===== src/rtl/dmem_arbiter.sv =====
// Data memory arbiter: shares one synchronous single-port RAM between
// the CPU data path (port 0) and the debug/program loader (port 1).
//
// Ports:
//   clk, rst              rising-edge clock, async active-high reset
//   p0_* / p1_*           request side: req, we, addr, amp, wdata in;
//                         gnt (combinational), rvalid, rdata out
//   p1_lock               port 1 asks to keep the RAM for a burst
//   ram_*                 RAM side: addr/we/amp/data_in out, data_out in
//
// Round-robin, one access per cycle. Read data comes back one cycle
// after the grant and is steered to the port that owned that access.
// A port-1 lock is bounded by hold_cnt so the CPU always gets a slot
// after LOCK_MAX consecutive locked port-1 grants.
module dmem_arbiter #(
    parameter int AW       = 7,
    parameter int DW       = 32,
    parameter int LOCK_MAX = 8
) (
    input  logic          clk,
    input  logic          rst,

    input  logic          p0_req,
    input  logic          p0_we,
    input  logic [AW-1:0] p0_addr,
    input  logic [3:0]    p0_amp,
    input  logic [DW-1:0] p0_wdata,
    output logic          p0_gnt,
    output logic          p0_rvalid,
    output logic [DW-1:0] p0_rdata,

    input  logic          p1_req,
    input  logic          p1_we,
    input  logic [AW-1:0] p1_addr,
    input  logic [3:0]    p1_amp,
    input  logic [DW-1:0] p1_wdata,
    input  logic          p1_lock,
    output logic          p1_gnt,
    output logic          p1_rvalid,
    output logic [DW-1:0] p1_rdata,

    output logic [AW-1:0] ram_addr,
    output logic          ram_we,
    output logic [3:0]    ram_amp,
    output logic [DW-1:0] ram_data_in,
    input  logic [DW-1:0] ram_data_out
);

    localparam logic [7:0] HOLD_LIM = 8'(LOCK_MAX);

    logic       last_grant;
    logic [7:0] hold_cnt;
    logic       rd_pending;
    logic       rd_owner;

    logic both_req;
    logic hold_full;
    logic gnt0;
    logic gnt1;
    logic grant_any;
    logic grant_we;

    assign both_req  = p0_req & p1_req;
    assign hold_full = (hold_cnt >= HOLD_LIM);

    // Grant decision. Reset forces no grant so the RAM bus stays quiet
    // while rst is asserted, even if requesters keep req high.
    always_comb begin
        gnt0 = 1'b0;
        gnt1 = 1'b0;
        if (!rst) begin
            if (p0_req && !p1_req) begin
                gnt0 = 1'b1;
            end else if (p1_req && !p0_req) begin
                gnt1 = 1'b1;
            end else if (both_req) begin
                if (p1_lock && hold_full) begin
                    // Lock budget spent: CPU gets one slot.
                    gnt0 = 1'b1;
                end else if (p1_lock && last_grant) begin
                    gnt1 = 1'b1;
                end else if (last_grant) begin
                    gnt0 = 1'b1;
                end else begin
                    gnt1 = 1'b1;
                end
            end
        end
    end

    assign p0_gnt    = gnt0;
    assign p1_gnt    = gnt1;
    assign grant_any = gnt0 | gnt1;
    assign grant_we  = gnt1 ? p1_we : (gnt0 ? p0_we : 1'b0);

    // RAM drive from the granted port; all zero when idle.
    always_comb begin
        ram_addr    = '0;
        ram_we      = 1'b0;
        ram_amp     = '0;
        ram_data_in = '0;
        if (gnt1) begin
            ram_addr    = p1_addr;
            ram_we      = p1_we;
            ram_amp     = p1_amp;
            ram_data_in = p1_wdata;
        end else if (gnt0) begin
            ram_addr    = p0_addr;
            ram_we      = p0_we;
            ram_amp     = p0_amp;
            ram_data_in = p0_wdata;
        end
    end

    always_ff @(posedge clk or posedge rst) begin
        if (rst) begin
            last_grant <= 1'b1;
            hold_cnt   <= '0;
            rd_pending <= 1'b0;
            rd_owner   <= 1'b0;
        end else begin
            if (grant_any) begin
                last_grant <= gnt1;
                rd_owner   <= gnt1;
            end
            rd_pending <= grant_any & ~grant_we;

            // Only locked port-1 grants that actually held off the CPU
            // count against the budget.
            if (gnt0 || !p1_lock) begin
                hold_cnt <= '0;
            end else if (gnt1 && p0_req) begin
                if (!hold_full) begin
                    hold_cnt <= hold_cnt + 8'd1;
                end
            end
        end
    end

    assign p0_rvalid = rd_pending & ~rd_owner;
    assign p1_rvalid = rd_pending &  rd_owner;
    assign p0_rdata  = p0_rvalid ? ram_data_out : '0;
    assign p1_rdata  = p1_rvalid ? ram_data_out : '0;

endmodule

===== config.mk =====
export PLATFORM = sky130hd
export DESIGN_NAME = dmem_arbiter
export DESIGN_NICKNAME = d
export VERILOG_FILES = /design/src/rtl/dmem_arbiter.sv
export SDC_FILE = /design/constraint.sdc
export NUM_CORES = 1
export LEC_CHECK = 0
export ABC_AREA = 1
export CORE_AREA = 4 4 90 92
export DETAILED_ROUTE_END_ITERATION = 7
export DIE_AREA = 0 0 94 96
export PLACE_DENSITY_LB_ADDON = 0.15
export SLEW_MARGIN = 20
export SYNTH_ARGS = -nofsm -noshare
export SYNTH_HDL_FRONTEND = slang
export SYNTH_SLANG_ARGS = --single-unit

===== constraint.sdc =====
create_clock -name clk -period 2.6 [get_ports clk]
set_input_delay 0.78 -clock clk [delete_from_list [all_inputs] [get_ports clk]]
set_output_delay 0.78 -clock clk [all_outputs]
set_load 0.01 [all_outputs]

== Yosys cells after proc, flatten, opt, wreduce, memory -nomap -nowiden ==
Index checks and enable logic that the tools add are counted.
Widths: inputs -> output; s select.
Word-level totals
  ROM bits: 0
  word-level logic and storage cells: 52
  bits in latches: 0
  register bits after elaboration: 11
  memories kept: 0
  input port bits: 125
  memory bits (writable): 0
  output and inout port bits: 112
Cells by class
  bitwise gates (word level): 7
  equality and inequality tests: 1
  divide/modulo/power cells: 0
  multiply operators: 0
  reduce and logical (&&, ||, !) cells: 11
  shift-type cells: 0
  order comparisons: 1
  add/subtract/negate cells: 1
  multiplexer cells: 27
Operators by type and width (count)
  $mux 32: 4
  $mux 8: 3
  $mux 1: 16
  $mux 7: 2
  $add 8x1->8 const B: 1
  $ge 8x4->1 const B: 1
  $mux 4: 2
  $logic_and 1x1->1: 5
  $and 1x1->1: 4
  $logic_not 1->1: 3
  $ne 2x1->1 const B: 1
  $not 1->1: 2
  $reduce_and 2->1: 1
  $reduce_bool 2->1: 1
  $logic_or 1x1->1: 1
  $or 1x1->1: 1

== Depth between registers and ports, before layout ==
  depth after elaboration: 11
  gate-level depth with buffers: 9
  mapped depth without buffers: 8

== Worst setup path after synthesis ==
OpenSTA, ideal clock, no wires.
  path type: input to output
  from: in p1_lock
  to: out ram_addr[0]
  cell stages on the path: 8
  arrival: 1.503 ns
  data required time: 1.820 ns
  path slack: 0.317 ns
  buffers on the path: 1
  path through: inv_2 -> nand2_1 -> nand3_4 -> nand2_4 -> inv_4 -> buf_6 -> nand2_1 -> nand2_1
On the way
  longest elaborated chain between the ends: 9
  elaborated cells between the ends (all ways): 16
  those cells by class: mux: 14; reduce/logical: 2
RTL lines
  from (decl): line 37  | input logic p1_lock,
  $logic_and 1x1->1: line 80  | end else if (p1_lock && last_grant) begin
  $mux 1: line 80
  $mux 1 (*): line 77  | if (p1_lock && hold_full) begin
  $mux 1 (*): line 76  | end else if (both_req) begin
  $mux 1 (*): line 74  | end else if (p1_req && !p0_req) begin
  $mux 1 (*): line 72  | if (p0_req && !p1_req) begin
  $mux 1 (*): line 71  | if (!rst) begin
  net p0_gnt: line 28  | output logic p0_gnt,
  $mux 7 (*): line 107  | end else if (gnt0) begin
  $mux 7 (*): line 102  | if (gnt1) begin
  to (decl): line 42  | output logic [AW-1:0] ram_addr,
The timed path passes the listed nets; every way through them passes the cells marked *.

== Worst setup path after layout ==
  from: in p1_lock
  to: out ram_data_in[9]
On the way
  longest elaborated chain between the ends: 9
  elaborated cells between the ends (all ways): 16
  those cells by class: mux: 14; reduce/logical: 2
RTL lines
  $logic_and 1x1->1: line 80
  $mux 1: line 80
  $mux 1: line 77
  $mux 1: line 76
  $mux 1: line 74
  $mux 1: line 72
  $mux 1: line 71
  $mux 32: line 107
  $mux 32 (*): line 102
  to (decl): line 45  | output logic [DW-1:0] ram_data_in,
Mark *: on every way between the ends. The rest lies on a longest branch, timed or not.

==> qor.yml <==
synthesis:
  synth-adder-area-share_pct: 1.47
  synth_cells: 328
  syn-num-nets: 455
  synth_top_family_by_area: "simple AND/OR/NAND/NOR gates"
  synth_compound_area_share_pct: 2.36
  yosys.area_share.simple_pct: 59.2
  post_synth.cell_area_avg_um2: 5.17
  ys_ff_latch: 11
  ys.warnings.count: 0
  ys_types: 24
  ys_seq_area_share_pct: 16.3
  synthMuxAreaShare_pct: 0
  synth_area_um2: 1700
  synth_xor_area_share_pct: 0.516
pwr:
  p_leak_nw: 2.51
  power_density_nw_per_um2: 245
  irDropWorstVdd_uv: 301
worst_setup_path:
  endpoint_kind: "output pin"
  start_kind: "input port"
  cp.arrival_ps: 1820
  worst-setup-path-type: "input port to output pin"
  critPathRequiredTime_ps: 1820
  cp_max_fo: 7
placed_design:
  port_buffers: 236
  hpwlAfterDp_um: 8020
  preCtsSetupSlack_ps: -796
  placed_area_um2: 4280
  dp_cells: 669
  place.gp.congestion: 0.795
worst_hold_path:
  hp-class: "flip-flop to flip-flop"
global_routing:
  grt_use_total_pct: 19.2
  grt_first_pass_wirelength_um: 13800
  antenna_found_initial: 0
  globalRouteOverflowTotal: 0
  grt_max_degree: 34
  grt_pass1_vias: 2717
timing:
  worst_slew_pin_slew_ps: 434
  final_max_slew_viol_count: 0
  skew_ps: 2.02
  setup_viol: 0
  maxSlewHeadroom_pct: 71.0
  hold_violations: 0
  setup_ws_ps: 2.62
  min_period_ps: 2600
  rsz0062_at_grt: "yes"
  post-route-period-util_pct: 99.9
  max_freq_mhz: 385
die:
  die_w_um: 94
  die_area_um2: 9020
  die_h_um: 96
  start_util_pct: 23.5
  num_rows: 31
  core-area_um2: 7210
  io_pins: 237
clock_network:
  clk-insertion-delay-late_ps: 240
  path_clk_slew_ps: 50
  htreeDepth: 1
  cts_tree: "built"
  clock_sinks: 11
  clockBufferDepth: 2
  root_buffer: "clkbuf_8"
  cts_buffers: 3
  holdBufCountCts: 0
final_layout:
  area_growth_pct: 157
  nFillCells: 731
  instances_no_fill: 684
  layout_common_cells: "131 x nand2_1, 122 x clkdlybuf4s50_1, 75 x nor2_1"
  final_common_cell: "nand2_1"
  postLayoutCellArea_um2: 4360
  drive_gt1_share_pct: 19.3
  fin_util_pct: 60.4
  diodes: 0
  final_nets: 713
detailed_routing:
  drt_iter0_drc: 52
  ant_nets: 0
  viasPerCell: 4.10
  wirelength_um: 9470
  first_pass_iters: 4
  drc_errors: 0
  vias: 2803
  wl_per_cell_um: 13.8
run_status:
  outcome: "finished, final reports clean"
job:
  max-cap-violations: 0
==> path summary, 6_finish.rpt <==
check	start	end	slack, ps	cells past startpoint
min reg2reg	hold_cnt[4]$_DFFE_PP0P_	hold_cnt[4]$_DFFE_PP0P_	510	2
max reg2reg	hold_cnt[7]$_DFFE_PP0P_	hold_cnt[6]$_DFFE_PP0P_	1180	8
min	hold_cnt[4]$_DFFE_PP0P_	hold_cnt[4]$_DFFE_PP0P_	510	2
min in group asynchronous	rst	hold_cnt[6]$_DFFE_PP0P_	590	2
max in group asynchronous	rst	last_grant$_DFFE_PP1P_	1680	2
max	p1_lock	ram_data_in[9]	3	10
==> cell families after synthesis <==
kind of cell               after synthesis
AOI/OAI and AO/OA                        5
xor gates and xnor gates                 1
adders and majority gates                2
buffers and inverters                   72
DFF                                     11
and+or+nand+nor                        237
==> metal layers <==
| metal | share of wire [%] | GRT usage (%) | vias up | wire (um) |
|---|---|---|---|---|
| met5 | 0 | 0 | - | 0 |
| met4 | 2.0 | 6.14 | 0 | 191 |
| met3 | 9.4 | 5.24 | 12 | 886 |
| met2 | 54 | 37.3 | 127 | 5080 |
| met1 | 35 | 20.0 | 1202 | 3320 |
| li1 | - | - | 1462 | - |
==> layout make-up <==
class                      instances  area, um^2  area share [%]
clock buffer                       3        41.3           0.948
multi-input combinational        245        1080            24.8
clock inverter                     1        5.00           0.115
tap                               99         124            2.84
inverter                          58         235            5.40
sequential                        11         277            6.35
timing repair buffer             267        2590            59.5
==> critical path: stages <==
cell and delay, ps:
buf_4 140, nand4_1 100, nand3_2 100, nand2_4 120
inv_8 60, buf_12 120, buf_12 120, nand2_1 70
nand2_1 50, buf_2 130
==> Yosys cell counts, drive strengths merged <==
cell type	number	share of area (%)
a21oi	1	0.96
buf	8	5.5
clkbuf	6	1.3
dfrtp	10	15
dfstp	1	1.5
ha	2	1.5
inv	58	13
nand2	145	35
nand3	6	3.1
nand4	7	2.6
nor2	79	19
o2111ai	1	0.52
o21ai	3	0.88
xor2	1	0.52
==> stage by stage <==
stage	hold slack, ps	TNS (ps)	power [mW]
finish	505	0	1.07
CTS	511	-7.23	1.08
global placement	496	-39560	0.924
detailed placement	502	-41650	0.932
global route	527	-1140	1.14
floorplan	486	0	0.439
==> report_power, final <==
| group | internal, mW | switching, mW | total, mW | leakage, nW |
|---|---|---|---|---|
| logic | 0.400 | 0.306 | 0.706 | 2.34 |
| clock network | 0.106 | 0.0675 | 0.173 | 0.0255 |
| registers | 0.181 | 0.00538 | 0.187 | 0.145 |
==> state kept, by name, indices dropped and copies added, names as in the netlist <==
signal,cells
hold_cnt,8
last_grant,1
rd_owner,1
rd_pending,1
==> timing repair <==
action | CTS | global route
pin swaps | 4 | 4
endpoints found under the setup margin | 110 | 43
resized for setup | 260 | 9
buffers inserted | 6 | 0
cloned | 4 | 1
hold endpoints to repair | 0 | 0
Note: power is estimated with default switching activity, not from simulation.
